## config.mk

```make
export PLATFORM = sky130hd
export DESIGN_NAME = grf_wb_ctrl
export DESIGN_NICKNAME = d
export VERILOG_FILES = /design/src/rtl/grf_wb_ctrl.sv
export SDC_FILE = /design/constraint.sdc
export NUM_CORES = 1
export LEC_CHECK = 0
export CORE_MARGIN = 4
export CORE_UTILIZATION = 35
export CTS_CLUSTER_SIZE = 10
export DETAILED_ROUTE_END_ITERATION = 16
export PLACE_DENSITY = 0.62
export SYNTH_ARGS = -nofsm -noshare
export SYNTH_HDL_FRONTEND = slang
export SYNTH_SLANG_ARGS = --single-unit
```

## constraint.sdc

```tcl
create_clock -name clk -period 4.3 [get_ports clk]
set_input_delay 0.43 -clock clk [delete_from_list [all_inputs] [get_ports clk]]
set_output_delay 0.43 -clock clk [all_outputs]
set_load 0.01 [all_outputs]
```

## src/rtl/grf_wb_ctrl.sv

```systemverilog
// GRF write-port controller: merges W-stage writeback with queued slow-unit results
// and tracks which registers are still owed by the slow unit.
module grf_wb_ctrl #(
    parameter int DEPTH  = 4,
    parameter int PTR_W  = 2,
    parameter int DATA_W = 32
) (
    input  logic              clk,
    input  logic              rst,
    input  logic              pipe_we,
    input  logic [4:0]        pipe_a3,
    input  logic [DATA_W-1:0] pipe_wd,
    input  logic [DATA_W-1:0] pipe_pc,
    input  logic              slow_valid,
    output logic              slow_ready,
    input  logic [4:0]        slow_a3,
    input  logic [DATA_W-1:0] slow_wd,
    input  logic [DATA_W-1:0] slow_pc,
    input  logic              issue_valid,
    output logic              issue_ready,
    input  logic [4:0]        issue_a3,
    input  logic [4:0]        q_a1,
    input  logic [4:0]        q_a2,
    output logic              q_busy1,
    output logic              q_busy2,
    output logic              grf_we,
    output logic [4:0]        grf_a3,
    output logic [DATA_W-1:0] grf_wd,
    output logic [DATA_W-1:0] grf_pc
);

    localparam logic [PTR_W:0] FULL_CNT = (PTR_W + 1)'(DEPTH);

    logic [4:0]        fifo_a3 [DEPTH];
    logic [DATA_W-1:0] fifo_wd [DEPTH];
    logic [DATA_W-1:0] fifo_pc [DEPTH];

    logic [PTR_W-1:0]  rd_ptr;
    logic [PTR_W-1:0]  wr_ptr;
    logic [PTR_W:0]    count;
    logic [31:0]       pending;
    logic [31:0]       pending_nxt;

    logic              fifo_empty;
    logic              push;
    logic              pop;
    logic              pipe_claim;
    logic              issue_fire;
    logic [4:0]        head_a3;
    logic [DATA_W-1:0] head_wd;
    logic [DATA_W-1:0] head_pc;

    assign fifo_empty  = (count == '0);
    assign slow_ready  = (count != FULL_CNT);
    assign push        = slow_valid && slow_ready;
    assign pipe_claim  = pipe_we && (pipe_a3 != 5'd0);
    // The FIFO drains only into cycles the pipeline leaves free, including $0 writes.
    assign pop         = !fifo_empty && !pipe_claim;

    assign head_a3     = fifo_a3[rd_ptr];
    assign head_wd     = fifo_wd[rd_ptr];
    assign head_pc     = fifo_pc[rd_ptr];

    assign issue_ready = !pending[issue_a3] || (issue_a3 == 5'd0);
    assign issue_fire  = issue_valid && issue_ready && (issue_a3 != 5'd0);
    assign q_busy1     = pending[q_a1] && (q_a1 != 5'd0);
    assign q_busy2     = pending[q_a2] && (q_a2 != 5'd0);

    // A same-edge issue to the register being retired must leave it pending.
    always_comb begin
        pending_nxt = pending;
        if (pop && (head_a3 != 5'd0)) begin
            pending_nxt[head_a3] = 1'b0;
        end
        if (issue_fire) begin
            pending_nxt[issue_a3] = 1'b1;
        end
        pending_nxt[0] = 1'b0;
    end

    // FIFO storage carries data only, so it is left out of reset.
    always_ff @(posedge clk) begin
        if (push) begin
            fifo_a3[wr_ptr] <= slow_a3;
            fifo_wd[wr_ptr] <= slow_wd;
            fifo_pc[wr_ptr] <= slow_pc;
        end
    end

    always_ff @(posedge clk) begin
        if (rst) begin
            rd_ptr  <= '0;
            wr_ptr  <= '0;
            count   <= '0;
            pending <= '0;
            grf_we  <= 1'b0;
            grf_a3  <= '0;
            grf_wd  <= '0;
            grf_pc  <= '0;
        end else begin
            if (push) begin
                wr_ptr <= wr_ptr + 1'b1;
            end
            if (pop) begin
                rd_ptr <= rd_ptr + 1'b1;
            end
            case ({push, pop})
                2'b10:   count <= count + 1'b1;
                2'b01:   count <= count - 1'b1;
                default: count <= count;
            endcase
            pending <= pending_nxt;

            // Write-port stage: pipeline first, then FIFO head, else idle with held payload.
            if (pipe_claim) begin
                grf_we <= 1'b1;
                grf_a3 <= pipe_a3;
                grf_wd <= pipe_wd;
                grf_pc <= pipe_pc;
            end else if (pop && (head_a3 != 5'd0)) begin
                grf_we <= 1'b1;
                grf_a3 <= head_a3;
                grf_wd <= head_wd;
                grf_pc <= head_pc;
            end else begin
                grf_we <= 1'b0;
            end
        end
    end

endmodule

```

==> results of run 1 <==
==> registers in the layout (all words and copies together) (netlist names), 2 cells and up, named ones only <==
name / flops
fifo_pc: 128
fifo_wd: 128
grf_pc: 32
grf_wd: 32
pending: 31
fifo_a3: 20
grf_a3: 5
count: 3
rd_ptr: 2
wr_ptr: 2
==> layer usage <==
layer  vias to the layer above  GRT usage, %  part of all wire [%]
li1                       4420             -                     -
met4                         4          3.88                   1.9
met5                         -             0                 0.034
met3                        60          3.80                   5.8
met2                       264          26.5                    49
met1                      5002          21.5                    43
==> power by group through the flow <==
stage / Combinational (W) / Clock, W / Sequential (W)
3_5_place_dp: 0.00251 / 0 / 0.00479
3_3_place_gp: 0.00249 / 0 / 0.00477
6_report: 0.00246 / 0.00338 / 0.00471
4_1_cts: 0.00252 / 0.00348 / 0.00472
5_1_grt: 0.00266 / 0.00364 / 0.00476
2_1_floorplan: 0.00151 / 0 / 0.00475
==> metrics by stage <==
| step | utilization [%] | hold slack (ns) |
|---|---|---|
| 2_1_floorplan | - | 0.467 |
| 3_3_place_gp | 41.9 | 0.454 |
| 3_5_place_dp | 41.9 | 0.462 |
| 4_1_cts | 44.7 | 0.470 |
| 5_1_grt | 44.7 | 0.494 |
| 6_report | 44.7 | 0.471 |
==> how the worst max path moves through the flow <==
stage	start	to	slack [ns]
after global routing	issue_a3[0]	issue_ready	0.66
after floorplan	count[0]	fifo_a3[0][0]	1.56
after detailed placement	q_a2[0]	q_busy2	0.84
after CTS	q_a2[0]	q_busy2	0.83
after global placement	q_a2[0]	q_busy2	0.85
final	issue_a3[0]	issue_ready	0.86
==> kinds of logic (layout without fill, tap and decap cells) <==
group           after synthesis  in the layout  share of synthesized area [%]
flops                       386            386                           65.4
simple gates                172            172                           7.29
mux                         166            166                           17.7
compound gates              147            147                           6.49
buf+inv                      89            344                           2.35
fa+ha+maj                     6              6                          0.515
xor+xnor                      5              5                          0.273
other cells                   0              3                              0
==> cell usage in the layout (no fill, tap or decap), drive strengths merged, types with 15 or more instances in the layout <==
master,n
edfxtp,276
clkdlybuf4s50,230
dfxtp,110
mux4,94
o31ai,84
clkbuf,77
mux2i,68
nand4b,68
nor2b,36
o21ai,36
buf,24
nor2,17
nand2,15
==> layout make-up <==
class                      instances  area, sq um  share of cell area, %
antenna                            3         7.51                 0.0370
clock buffer                      77         1280                   6.29
clock inverter                     2         8.76                 0.0432
inverter                          11         41.3                  0.203
multi-input combinational        496         5210                   25.7
sequential                       386        10500                   51.7
tap                              600          751                   3.70
timing repair buffer             254         2490                   12.3
==> tightest hold or removal path, delay by kind of cell (launching register included) <==
family / cells / cell delay (ns)
flops: 1 / 0.30
compound gates: 1 / 0.07
buf+inv: 1 / 0.04
==> impl_metrics.ini, run 1 <==
[pwr]
power-per-cell-area_mw_per_mm2 = 520
switchingPower_w = 0.00290
clockPowerShare_pct = 32.0
combinationalPowerShare_pct = 23.3
seqPwrFrac_pct = 44.6
p_total_w = 0.0105
ir_drop_v = 0.000266
cellLeakagePower_nw = 6.62
intPower_w = 0.00765
p_sw_share_pct = 27.5

[synth]
synth.distinct_cells = 41
synth_area_per_cell_sq_um = 16.5
synth_top_area_cell = edfxtp_1
synth_seq_area_share_pct = 65.4
synth_seq_cells = 386
synthCells = 971
ys_top_cells_by_count = edfxtp_1, dfxtp_1, mux4_2, o31ai_1
synth.area.top_cells = edfxtp_1, dfxtp_1, mux4_2
synth_flop_cell = edfxtp_1
ys_async_sr_fraction_pct = 0
synth_top_area_share_pct = 51.6
synth-edff-count = 276
yosysMostFrequentCell = edfxtp_1
syn-cell-area_sq_mm = 0.0160
syn-num-nets = 1135
yosys_warnings = 0

[floorplanning]
dieArea_sq_mm = 0.0493
start_util_pct = 35.4
core_area_sq_mm = 0.0454
ioPinCount = 232
rows = 78
dieHeight_um = 222
die_w_um = 222

[sta]
fin_ws_ns = 0.862
fmax_mhz = 291
finalHoldViolations = 0
drv_slew = 0
finalSetupTns_ns = 0
min_period_ns = 3.44
clock_skew_ns = 0.0139
rsz0062_at_grt = no
worst_pin_slew_ns = 1.02
period_share_pct = 80.0
slew_headroom_pct = 31.8
finalSetupViolations = 0

[worst_setup_path]
crit_slowest_cell = clkdlybuf4s50_1
rr_worst_depth = 6
critical_path_buf_inv_count = 4
setup.worst_path.class = primary input to output port
crit_path_cell_trace = clkdlybuf4s50_1 -> buf_4 -> mux4_2 -> a32o_1 -> a211oi_1 -> nand3_1 -> inv_1 -> clkdlybuf4s50_1
critPathTopFamily = buffers and inverters
cp.depth = 8
required_ns = 3.87
max_stage_delay_ns = 0.59
critical_path.most_common_cell = clkdlybuf4s50_1
reg2reg_slack_ns = 0.96
end_kind = output port
worstPathArrival_ns = 3.01
startpoint_type = primary input
worstPathMaxFanout = 10
r2r-end = grf_pc[25]

[grt]
grt.overflow.total = 0
grt_max_degree = 113
grt_pass1_wl_mm = 62.0
first_global_vias = 10096
grt_use_total_pct = 16.0
antenna_found_initial = 5

[cts]
post_cts_buffers = 0
clk_latency_ns = 0.53
cts_hold_buf = 0
cts_buffer_depth = 3
clock_sinks = 386
clk_pin_slew_ns = 0.06
cts_buffers = 45
cts_tree = built
root_buffer = clkbuf_16
ctsHtreeMaxLevel = 2
ctsResizeCount = 0

[worst_hold_path]
hold_depth = 2
worstHoldStart = grf_a3[3]
min_to = grf_a3[3]
worstHoldPathType = flip-flop to flip-flop

[place]
numPlacedInstances = 1747
placed_area_sq_mm = 0.0190
post-place-ws_ns = 0.840
dpl.hpwl_mm = 26.5
place.gp.congestion = 0.896
portBuffers = 231

[cells_and_area]
stdcell_count = 1829
drive_above_1_share_pct = 14.9
area_growth_pct = 26.4
fillCellCount = 4009
nets = 1358
fin_area_sq_mm = 0.0203

[run_status]
outcome = finished clean

[route]
routed_via_density = 5.33
dr.pass1.iters = 5
final_antenna_net_count = 0
drtIter0Drc = 609
wl_mm = 40.6
num_vias = 9750
wl_per_cell_um = 22.2
drc = 0

[job]
max_cap_viol_count = 0
Power figures use the tool's default switching activity.
==> run 2, diff against run 1 <==
--- a/config.mk
+++ b/config.mk
@@ -9,7 +9,7 @@
 export CORE_UTILIZATION = 35
 export CTS_CLUSTER_SIZE = 10
 export DETAILED_ROUTE_END_ITERATION = 16
-export PLACE_DENSITY = 0.62
+export PLACE_DENSITY = 0.64
 export SYNTH_ARGS = -nofsm -noshare
 export SYNTH_HDL_FRONTEND = slang
 export SYNTH_SLANG_ARGS = --single-unit
==> constraint.sdc (replaced) <==
create_clock -name clk -period 2.9 [get_ports clk]
set_input_delay 0.29 -clock clk [delete_from_list [all_inputs] [get_ports clk]]
set_output_delay 0.29 -clock clk [all_outputs]
set_load 0.01 [all_outputs]
==> impl_metrics.ini, run 2 (synthesized netlist as in run 1, its figures left out) <==
[cells_and_area]
stdcell_count = 1859
final_common_cell = edfxtp_1
fin_area_sq_mm = 0.0207
nets = 1386
final_core_util_pct = 45.6
area_growth_pct = 29.0
drive_above_1_share_pct = 16.9
final_cell_mix = edfxtp_1, clkdlybuf4s50_1, dfxtp_1
top_regs = fifo_pc (128), fifo_wd (128)

[sta]
finalHoldViolations = 0
rsz0062_at_grt = no
clock_skew_ns = 0.0341
finalSetupViolations = 0
period_share_pct = 95.7
min_period_ns = 2.77
whs_ns = 0.348
drv_slew = 0
fmax_mhz = 360
worst_pin_slew_ns = 0.766
slew_headroom_pct = 48.9

[grt]
grt_use_total_pct = 16.0
grt_pass1_wl_mm = 62.1
grt.overflow.total = 0
grt_max_degree = 178
first_global_vias = 10025
antenna_found_initial = 5

[worst_hold_path]
worstHoldPathType = primary input to flip-flop
hold_depth = 4

[route]
dr.pass1.iters = 5
num_vias = 9721
drtIter0Drc = 664
wl_mm = 39.9
final_antenna_net_count = 0
routed_via_density = 5.23
drc = 0
wl_per_cell_um = 21.4

[worst_setup_path]
startpoint_type = flip-flop
worstPathMaxFanout = 46
reg2reg_slack_ns = 0.13
end_kind = flip-flop
rr_worst_depth = 6
required_ns = 3.28
worstPathArrival_ns = 3.16
setup.worst_path.class = flip-flop to flip-flop

[floorplanning]
ioPinCount = 232
dieArea_sq_mm = 0.0493
start_util_pct = 35.4
core_area_sq_mm = 0.0454
rows = 78
die_w_um = 222
dieHeight_um = 222

[pwr]
combinationalPowerShare_pct = 25.1
ir_drop_v = 0.000553
intPower_w = 0.0115
cellLeakagePower_nw = 6.83
switchingPower_w = 0.00437
seqPwrFrac_pct = 43.3
clockPowerShare_pct = 31.6
p_sw_share_pct = 27.5
p_total_w = 0.0159
power-per-cell-area_mw_per_mm2 = 768

[cts]
cts_hold_buf = 0
clk_pin_slew_ns = 0.06
root_buffer = clkbuf_16
cts_tree = built
cts_buffers = 44
ctsHtreeMaxLevel = 2
clk_latency_ns = 0.55
cts_buffer_depth = 3
clock_sinks = 386

[place]
placed_area_sq_mm = 0.0194
place.gp.congestion = 0.855
portBuffers = 231
dpl.hpwl_mm = 26.0
numPlacedInstances = 1771

[run_status]
outcome = finished clean

[job]
max_cap_viol_count = 0
run 2: cell types whose count changed in the layout (fill, tap and decap cells not counted), sizes merged:
cell	change
clkdlybuf4s50	-4
dlygate4sd2	+4
clkbuf	+3
diode	-1
clkinv	-1
buf	+29
run 2: power groups by stage:
| stage | Clock (W) | Sequential (W) | Combinational (W) |
|---|---|---|---|
| floorplan | 0 | 0.00704 | 0.00224 |
| global placement | 0 | 0.00697 | 0.00401 |
| detailed placement | 0 | 0.00699 | 0.00403 |
| CTS | 0.00518 | 0.00689 | 0.00407 |
| global route | 0.00544 | 0.00695 | 0.00432 |
| finish | 0.00503 | 0.00688 | 0.00399 |
run 2: area by class of cell:
class                   instances  area, sq um
clock buffers                  80         1280
inverters                      11         41.3
fillers                      3954        24700
flip-flops and latches        386        10500
repair buffers                283         2900
clock inverters                 1         16.3
multi-input cells             496         5220
diodes                          2         5.00
well taps                     600          751
run 2: worst max-delay path: stages (launching register included):
cell and delay (ns):
dfxtp_4 0.44, mux4_2 0.61, or3_4 0.48, o311ai_4 0.39, and2_4 0.26, buf_12 0.23, o31ai_1 0.12
run 2: worst paths after layout:
| check | start | to |
|---|---|---|
| worst max-delay path | flip-flop | grf_pc[21] |
| worst min-delay path | rst | pending[8] |
| worst max register to register | flip-flop | grf_pc[21] |
| worst min register to register | grf_a3[3] | grf_a3[3] |
run 2: metrics by stage:
| step | TNS [ns] | setup WS [ns] |
|---|---|---|
| 5_1_grt | 0 | 0.00193 |
| 3_3_place_gp | -1.76 | -0.178 |
| 3_5_place_dp | -3.11 | -0.259 |
| 2_1_floorplan | 0 | 0.159 |
| 4_1_cts | 0 | 0.0780 |
| 6_report | 0 | 0.125 |
run 2: routing by layer:
metal	track usage, %	wire (um)	part of all wire [%]	up-vias
li1	-	-	-	4468
met1	21.9	17300	43	4939
met2	26.1	19500	49	251
met3	3.42	2300	5.8	59
met4	4.22	794	2.0	4
met5	0	26	0.065	-
run 2: what timing repair did:
action                     in CTS  in global routing
buffers inserted                4                  1
setup endpoints to repair      27                 10
resized for setup               7                  0
pin swaps                       2                  0
